===== config.mk =====
export PLATFORM = sky130hd
export DESIGN_NAME = dmem_access_ctrl
export DESIGN_NICKNAME = d
export VERILOG_FILES = /design/src/rtl/dmem_pkg.sv /design/src/rtl/dmem_byte_merge.sv /design/src/rtl/dmem_access_ctrl.sv
export SDC_FILE = /design/constraint.sdc
export NUM_CORES = 1
export LEC_CHECK = 0
export ABC_AREA = 1
export BUFFER_PORTS_ARGS = -buffer_cell sky130_fd_sc_hd__buf_2
export CAP_MARGIN = 20
export CORE_AREA = 5 5 116 118
export DETAILED_ROUTE_END_ITERATION = 12
export DIE_AREA = 0 0 121 123
export HOLD_SLACK_MARGIN = 0.02
export PLACE_DENSITY_LB_ADDON = 0.05
export SYNTH_ARGS = -nofsm -noshare
export SYNTH_HDL_FRONTEND = slang
export SYNTH_HIERARCHICAL = 1
export SYNTH_SLANG_ARGS = --single-unit

===== constraint.sdc =====
create_clock -name Clock -period 2.52 [get_ports Clock]
set_input_delay 0.126 -clock Clock [delete_from_list [all_inputs] [get_ports Clock]]
set_output_delay 0.126 -clock Clock [all_outputs]
set_load 0.05 [all_outputs]

===== src/rtl/dmem_pkg.sv =====
// Shared types and helpers for the datamem requester controller.
// The RMW datapath is selected with DMEM_ACCESS_CTRL_RMW_EN.
package dmem_pkg;

  localparam int DMEM_ADDR_BITS  = 16;
  localparam int DMEM_XY_BITS    = DMEM_ADDR_BITS / 2;
  localparam int DMEM_DATA_WIDTH = 64;
  localparam int DMEM_NBYTES     = DMEM_DATA_WIDTH / 8;

  typedef enum logic [2:0] {
    ST_IDLE = 3'd0,
    ST_RD   = 3'd1,
    ST_CAP  = 3'd2,
    ST_WR   = 3'd3,
    ST_RESP = 3'd4
  } dmem_state_t;

  typedef struct packed {
    logic [DMEM_XY_BITS-1:0] x;
    logic [DMEM_XY_BITS-1:0] y;
  } dmem_xy_t;

  // Row comes from the upper half of the flat address, column from the lower half.
  function automatic dmem_xy_t dmem_xy_split(input logic [DMEM_ADDR_BITS-1:0] addr);
    dmem_xy_t xy;
    xy.x = addr[DMEM_ADDR_BITS-1:DMEM_XY_BITS];
    xy.y = addr[DMEM_XY_BITS-1:0];
    return xy;
  endfunction

endpackage


===== src/rtl/dmem_byte_merge.sv =====
// Per-byte select between store data and the word read back from memory.
// Only instantiated when DMEM_ACCESS_CTRL_RMW_EN is defined.
module dmem_byte_merge
  import dmem_pkg::*;
#(
  parameter int NBYTES = DMEM_NBYTES
) (
  input  logic [NBYTES*8-1:0] wdata,
  input  logic [NBYTES*8-1:0] rdata,
  input  logic [NBYTES-1:0]   be,
  output logic [NBYTES*8-1:0] merged
);

  // Byte i follows wdata when its enable is set, otherwise keeps the memory byte.
  always_comb begin
    merged = rdata;
    for (int i = 0; i < NBYTES; i++) begin
      if (be[i]) begin
        merged[8*i +: 8] = wdata[8*i +: 8];
      end else begin
        merged[8*i +: 8] = rdata[8*i +: 8];
      end
    end
  end

endmodule


===== src/rtl/dmem_access_ctrl.sv =====
// Load/store controller for the X/Y-addressed datamem, one request in flight.
// Define DMEM_ACCESS_CTRL_RMW_EN to honour req_be via read-modify-write.
module dmem_access_ctrl
  import dmem_pkg::*;
#(
  parameter int ADDR_BITS  = DMEM_ADDR_BITS,
  parameter int DATA_WIDTH = DMEM_DATA_WIDTH
) (
  input  logic                    Clock,
  input  logic                    Reset,
  input  logic                    req_valid,
  output logic                    req_ready,
  input  logic                    req_write,
  input  logic [ADDR_BITS-1:0]    req_addr,
  input  logic [DATA_WIDTH-1:0]   req_wdata,
  input  logic [DATA_WIDTH/8-1:0] req_be,
  output logic                    resp_valid,
  input  logic                    resp_ready,
  output logic [DATA_WIDTH-1:0]   resp_rdata,
  output logic                    WriteEnable,
  output logic [ADDR_BITS/2-1:0]  X_addr,
  output logic [ADDR_BITS/2-1:0]  Y_addr,
  output logic [DATA_WIDTH-1:0]   Data_in,
  input  logic [DATA_WIDTH-1:0]   Data_out
);

  localparam int HALF   = ADDR_BITS / 2;
  localparam int NBYTES = DATA_WIDTH / 8;

  dmem_state_t             state_r, state_nxt_s;
  logic                    write_r;
  logic                    req_ready_r, resp_valid_r, we_r;
  logic [HALF-1:0]         x_addr_r, y_addr_r, x_nxt_s, y_nxt_s;
  logic [DATA_WIDTH-1:0]   data_r, data_in_r, cap_word_s;
  logic                    accept_s;

  assign accept_s    = (state_r == ST_IDLE) && req_valid;
  assign req_ready   = req_ready_r;
  assign resp_valid  = resp_valid_r;
  assign resp_rdata  = data_r;
  assign X_addr      = x_addr_r;
  assign Y_addr      = y_addr_r;
  assign Data_in     = data_in_r;
  // A reset landing in WR must suppress the write on that same edge.
  assign WriteEnable = we_r && !Reset;

  generate
    if (ADDR_BITS == DMEM_ADDR_BITS) begin : g_pkg_split
      dmem_xy_t xy_s;
      assign xy_s    = dmem_xy_split(req_addr);
      assign x_nxt_s = xy_s.x;
      assign y_nxt_s = xy_s.y;
    end else begin : g_slice_split
      assign x_nxt_s = req_addr[ADDR_BITS-1:HALF];
      assign y_nxt_s = req_addr[HALF-1:0];
    end
  endgenerate

`ifdef DMEM_ACCESS_CTRL_RMW_EN
  logic [DATA_WIDTH-1:0] wdata_r, merged_s;
  logic [NBYTES-1:0]     be_r;

  dmem_byte_merge #(.NBYTES(NBYTES)) u_merge (
    .wdata  (wdata_r),
    .rdata  (Data_out),
    .be     (be_r),
    .merged (merged_s)
  );

  assign cap_word_s = write_r ? merged_s : Data_out;

  // Store operands kept for the merge in CAP.
  always_ff @(posedge Clock) begin
    if (Reset) begin
      wdata_r <= {DATA_WIDTH{1'b0}};
      be_r    <= {NBYTES{1'b0}};
    end else if (accept_s) begin
      wdata_r <= req_wdata;
      be_r    <= req_be;
    end
  end
`else
  logic unused_be_s;
  assign unused_be_s = ^req_be;
  assign cap_word_s  = Data_out;
`endif

  // Next-state decode.
  always_comb begin
    state_nxt_s = state_r;
    case (state_r)
      ST_IDLE: begin
        if (req_valid) begin
          if (!req_write) begin
            state_nxt_s = ST_RD;
          end else begin
`ifdef DMEM_ACCESS_CTRL_RMW_EN
            if (req_be == {NBYTES{1'b1}}) begin
              state_nxt_s = ST_WR;
            end else if (req_be == {NBYTES{1'b0}}) begin
              state_nxt_s = ST_RESP;
            end else begin
              state_nxt_s = ST_RD;
            end
`else
            state_nxt_s = ST_WR;
`endif
          end
        end else begin
          state_nxt_s = ST_IDLE;
        end
      end
      ST_RD:   state_nxt_s = ST_CAP;
      ST_CAP: begin
        if (write_r) begin
          state_nxt_s = ST_WR;
        end else begin
          state_nxt_s = ST_RESP;
        end
      end
      ST_WR:   state_nxt_s = ST_RESP;
      ST_RESP: begin
        if (resp_ready) begin
          state_nxt_s = ST_IDLE;
        end else begin
          state_nxt_s = ST_RESP;
        end
      end
      default: state_nxt_s = ST_IDLE;
    endcase
  end

  // State, registered handshake/strobe outputs, address and data registers.
  always_ff @(posedge Clock) begin
    if (Reset) begin
      state_r      <= ST_IDLE;
      req_ready_r  <= 1'b1;
      resp_valid_r <= 1'b0;
      we_r         <= 1'b0;
      write_r      <= 1'b0;
      x_addr_r     <= {HALF{1'b0}};
      y_addr_r     <= {HALF{1'b0}};
      data_r       <= {DATA_WIDTH{1'b0}};
      data_in_r    <= {DATA_WIDTH{1'b0}};
    end else begin
      state_r      <= state_nxt_s;
      req_ready_r  <= (state_nxt_s == ST_IDLE);
      resp_valid_r <= (state_nxt_s == ST_RESP);
      we_r         <= (state_nxt_s == ST_WR);
      if (accept_s) begin
        write_r  <= req_write;
        x_addr_r <= x_nxt_s;
        y_addr_r <= y_nxt_s;
        if (req_write) begin
          data_in_r <= req_wdata;
`ifdef DMEM_ACCESS_CTRL_RMW_EN
          data_r <= (req_be == {NBYTES{1'b0}}) ? {DATA_WIDTH{1'b0}} : req_wdata;
`else
          data_r <= req_wdata;
`endif
        end
      end else if (state_r == ST_CAP) begin
        data_r    <= cap_word_s;
        data_in_r <= cap_word_s;
      end
    end
  end

endmodule


; ---- After elaboration in Yosys (flattened, before gate mapping)
; Cells that the tools add are included.
[word_totals]
ff_bits = 87
wordCells = 30
inputBits = 157
output_inout_bits = 147
[classes]
n_reduce_logical = 7
mux = 8
n_eq_ne = 7
[op_table]
columns = cell, count
row1 = two-way mux 64 bit, 3
row2 = one-hot mux 3 bit (5 select lines), 1
row3 = equality test 3 x 2 -> 1 bit (second input constant), 3
row4 = two-way mux 3 bit, 3
row5 = equality test 3 bit (second input constant), 2
row6 = logical NOT 3 bit, 2
row7 = equality test 3 x 1 -> 1 bit (second input constant), 1
row8 = logical AND 1 bit, 2
row9 = two-way mux 2 bit, 1
row10 = != test 2 bit (second input constant), 1
row11 = AND reduction 2 bit, 1
row12 = nonzero test 2 bit, 1
row13 = logical NOT 1 bit, 1

; ---- Depth between registers and ports, before layout
[logic_depth]
ltp_word = 4
ltp_mapped = 9
ltp_nobuf = 7

; ---- Worst setup path after synthesis
; Ideal clock, no wire load.
[synth_timing]
path_kind = register -> register
start = register state_r[2]
end = register data_in_r[10], in the netlist Data_in[10]
t_arrival_ps = 1047
setup_time_ps = 112
t_required_ps = 2408
slack_ps = 1362
path_stages_with_launch = 9
path_buffers = 2
synth_period_minus_slack_ps = 1158
cell_sequence = dfxtp_1 -> nor2_4 -> nand2_2 -> buf_6 -> buf_2 -> nand2_1 -> nand2_1 -> nor2_1 -> nor2_1
[synth_via]
elab_chain_cells = 4
elab_cells_between_ends = 7
classes_between = eq/ne (2) / mux (1) / reduce/logical (4)
[synth_rtl]
columns = item, line_no
row1 = start: declaration, dmem_access_ctrl.sv:30  ; dmem_state_t state_r, state_nxt_s;
row2 = start signal: assignment, dmem_access_ctrl.sv:146  ; state_r <= state_nxt_s;
row3 = logical NOT 3 bit, dmem_access_ctrl.sv:37  ; assign accept_s = (state_r == ST_IDLE) && req_valid;
row4 = logical AND 1 bit, dmem_access_ctrl.sv:37
row5 = != test 2 bit (no source line) / nonzero test 2 bit (equally long branches), -
row6 = AND reduction 2 bit (no source line), -
row7 = end signal: assignment, dmem_access_ctrl.sv:144  ; data_in_r <= {DATA_WIDTH{1'b0}};
row8 = end signal: assignment, dmem_access_ctrl.sv:155  ; data_in_r <= req_wdata;
row9 = end signal: assignment, dmem_access_ctrl.sv:164  ; data_in_r <= cap_word_s;
row10 = end: declaration, dmem_access_ctrl.sv:34  ; logic [DATA_WIDTH-1:0] data_r, data_in_r, cap_word_s;
; Parallel ways exist; a longest one is shown, timed or not.
; A chain may end at the register's enable or synchronous reset.

; ---- Worst setup path in the final report
[layout_timing]
start = register state_r[2]
end = register data_in_r[63], in the netlist Data_in[63]
; Same word-level chain as after synthesis.

==> summary.txt <==
STA
  • Setup-failing EPs final: 0
  • Fin crit period: 1870 ps
  • Fmax: 536 MHz
  • Final Skew: 7.13 ps
  • RSZ-0062 raised after global routing: false
  • Worst slew pin tran: 974 ps
  • Post-route setup slack: 654 ps
  • Tcrit/Tclk final: 74.1%
  • Final Max Slew Viols: 0
  • Final Hold Viols: 0
  • Rel. slew slack: 35.0%
  • TNS Setup: 0 ps

Critical path
  • R2R cell count: 7
  • Critical path data arrival time: 2140 ps
  • CP Launch Type: register
  • Critical path class: register to register
  • WP data required: 2790 ps
  • Crit. Startpoint: state_r[2]$_SDFF_PP0_
  • Crit Reg-Reg Startpoint: state_r[2]$_SDFF_PP0_
  • CP endpoint kind: register
  • Crit Reg-Reg Endpoint: Data_in[63]$_SDFFE_PP0P_
  • Critical Path Sink: Data_in[63]$_SDFFE_PP0P_
  • R2R setup slack: 650 ps
  • Worst Path Max Fanout: 52

CTS
  • Post-CTS sizing: 0
  • Latest clock arrival within the worst-skew pair: 340 ps
  • CTS tree: done
  • Post-CTS Setup Inserts: 0
  • Largest buffer count on any clock path: 2
  • Worst-path clk slew: 70 ps
  • CTS Sinks: 87
  • H-Tree Depth: 3
  • Cts hold-fix bufs: 0
  • Root Driver: clkbuf_16
  • CTS buffer count: 9

Detailed routing
  • Pre-Repair DR Iteration Count: 4
  • DRC errors left: 0
  • WL/cell: 12.9 um
  • Via count: 5243
  • Routed vias/inst: 4.44
  • 1st-iter DRT viols: 270
  • Drt total wl: 15300 um
  • ANT nets after route: 0

Synthesis
  • Avg Synthesized Cell Area: 6.24 um^2
  • Cell Area, Synth: 5030 um^2
  • Sequential share of the synthesized area: 34.7%
  • Cells after synthesis: 806
  • Synthesis-stage register bit count: 87
  • Synth Warn #: 6
  • Yosys cell types: 17
  • Syn Nets: 963

Power and ir drop
  • Leak Pwr: 3.79 nW
  • Worst IR Drop VDD: 0.329 mV
  • Total power per unit cell area: 870 nW/um^2

Placed design
  • DP Area: 6000 um^2
  • Port bufs: 295
  • Post-DP HPWL: 10700 um
  • Routability cong.: 0.740
  • Dpl ws: 626 ps

Global routing
  • Gr usage total: 19.4%
  • GRT Residual Overflow: 0
  • Largest net degree at the start of global routing: 67
  • Vias in the first global route: 4687
  • Global-route wire length before repair: 23100 um
  • Initial antenna violation count: 0

Final layout
  • # fillers: 1402
  • Area grow syn2layout: 25.3%
  • NumNets Final: 1162
  • Finished Cell Area: 6300 um^2
  • Most frequent cells in the layout: buf_2 (295), nand2_1 (205), nor2_1 (169), nand3_1 (129), dfxtp_1 (87)
  • Commonest non-fill, non-tap cell in the layout: buf_2
  • Share of cells above drive strength 1: 32.8%
  • Fin util: 51.0%
  • ANT cells: 0

Floorplan
  • Initial Utilization: 40.7%
  • DIE AREA: 14900 um^2
  • Rows: 41
  • IO Count: 304
  • Die W: 121 um
  • Die height: 123 um
  • Core ar.: 12400 um^2

Hold path
  • HP Class: input pin to register

Run status
  • Status: finished, final reports clean

Job
  • Max-cap violations: 0
[cell families (layout without fill, tap and decap cells)]
logic type             count (synthesis)  count (layout)  share of synthesized area (%)
DFF                                   87              87                           34.7
AOI/OAI and AO/OA                     17              17                           1.69
and+or+nand+nor                      510             510                           42.0
buffers and inverters                192             396                           21.7
[synth_stat cells]
| master | count | area [um^2] |
|---|---|---|
| buf_6 | 9 | 101 |
| buf_4 | 73 | 548 |
| inv_2 | 4 | 15.0 |
| inv_1 | 72 | 270 |
| buf_2 | 22 | 110 |
| clkbuf_1 | 10 | 37.5 |
| nor2_4 | 3 | 33.8 |
| buf_1 | 2 | 7.51 |
| or2_2 | 1 | 6.26 |
| dfxtp_1 | 87 | 1740 |
| nand3_2 | 1 | 10.0 |
| nand2_1 | 206 | 773 |
| o21ai_0 | 16 | 80.1 |
| nor2_1 | 169 | 634 |
| a21oi_1 | 1 | 5.00 |
| nand3_1 | 129 | 646 |
| nand2_2 | 1 | 6.26 |
[area by class of cell]
class                      instances  area, um^2  area share (%)
clock buffer                       9         225            3.57
clock inverter                     7        78.8            1.25
inverter                          76         285            4.53
multi-input combinational        527        2200            34.9
sequential                        87        1740            27.6
tap                              172         215            3.42
timing repair buffer             304        1560            24.7
[metal layers]
layer,routed length (um),vias to the layer above,GRT usage (%),part of all wire [%]
li1,-,2784,-,-
met1,6490,2260,24.4,43
met2,7520,193,33.8,49
met3,1130,6,3.39,7.4
met4,105,0,6.09,0.69
met5,0,-,0,0
[stage by stage]
stage,std cells,power [W],hold WS (ps)
after floorplan,806,0.00381,195
after global routing,1182,0.00580,38.0
after global placement,1166,0.00418,373
after CTS,1182,0.00556,20.2
after detailed placement,1166,0.00418,381
final,1182,0.00548,27.6
[how the worst min path moves through the flow]
stage                     startpoint              endpoint  slack [ps]  cells after the start
final                          Reset  write_r$_SDFFE_PP0N_          30                      2
after global routing           Reset  write_r$_SDFFE_PP0N_          40                      2
after CTS                      Reset  write_r$_SDFFE_PP0N_          20                      2
after detailed placement       Reset  write_r$_SDFFE_PP0N_         380                      2
after global placement         Reset  write_r$_SDFFE_PP0N_         370                      2
after floorplan                Reset  write_r$_SDFFE_PP0N_         200                      1
[sequential cells by signal, indices dropped and copies added, names as in the netlist]
signal,flops
Data_in,64
we_r,1
req_ready,1
X_addr,8
resp_valid,1
state_r,3
write_r,1
Y_addr,8
[report_power, final]
part	switching, W	total [W]	internal [W]
logic	0.00184	0.00242	0.000587
registers	0.000137	0.00170	0.00156
clock network	0.000577	0.00136	0.000779
total	0.00255	0.00548	0.00293
[critical path, stage by stage, from the launching register on]
cell and delay (ps):
dfxtp_1 430, nor2_4 70, nand3_2 70, nand2_1 60, inv_2 700, buf_4 340
nor2_1 60, nor2_1 80
Note: power is estimated with default switching activity, not from simulation.
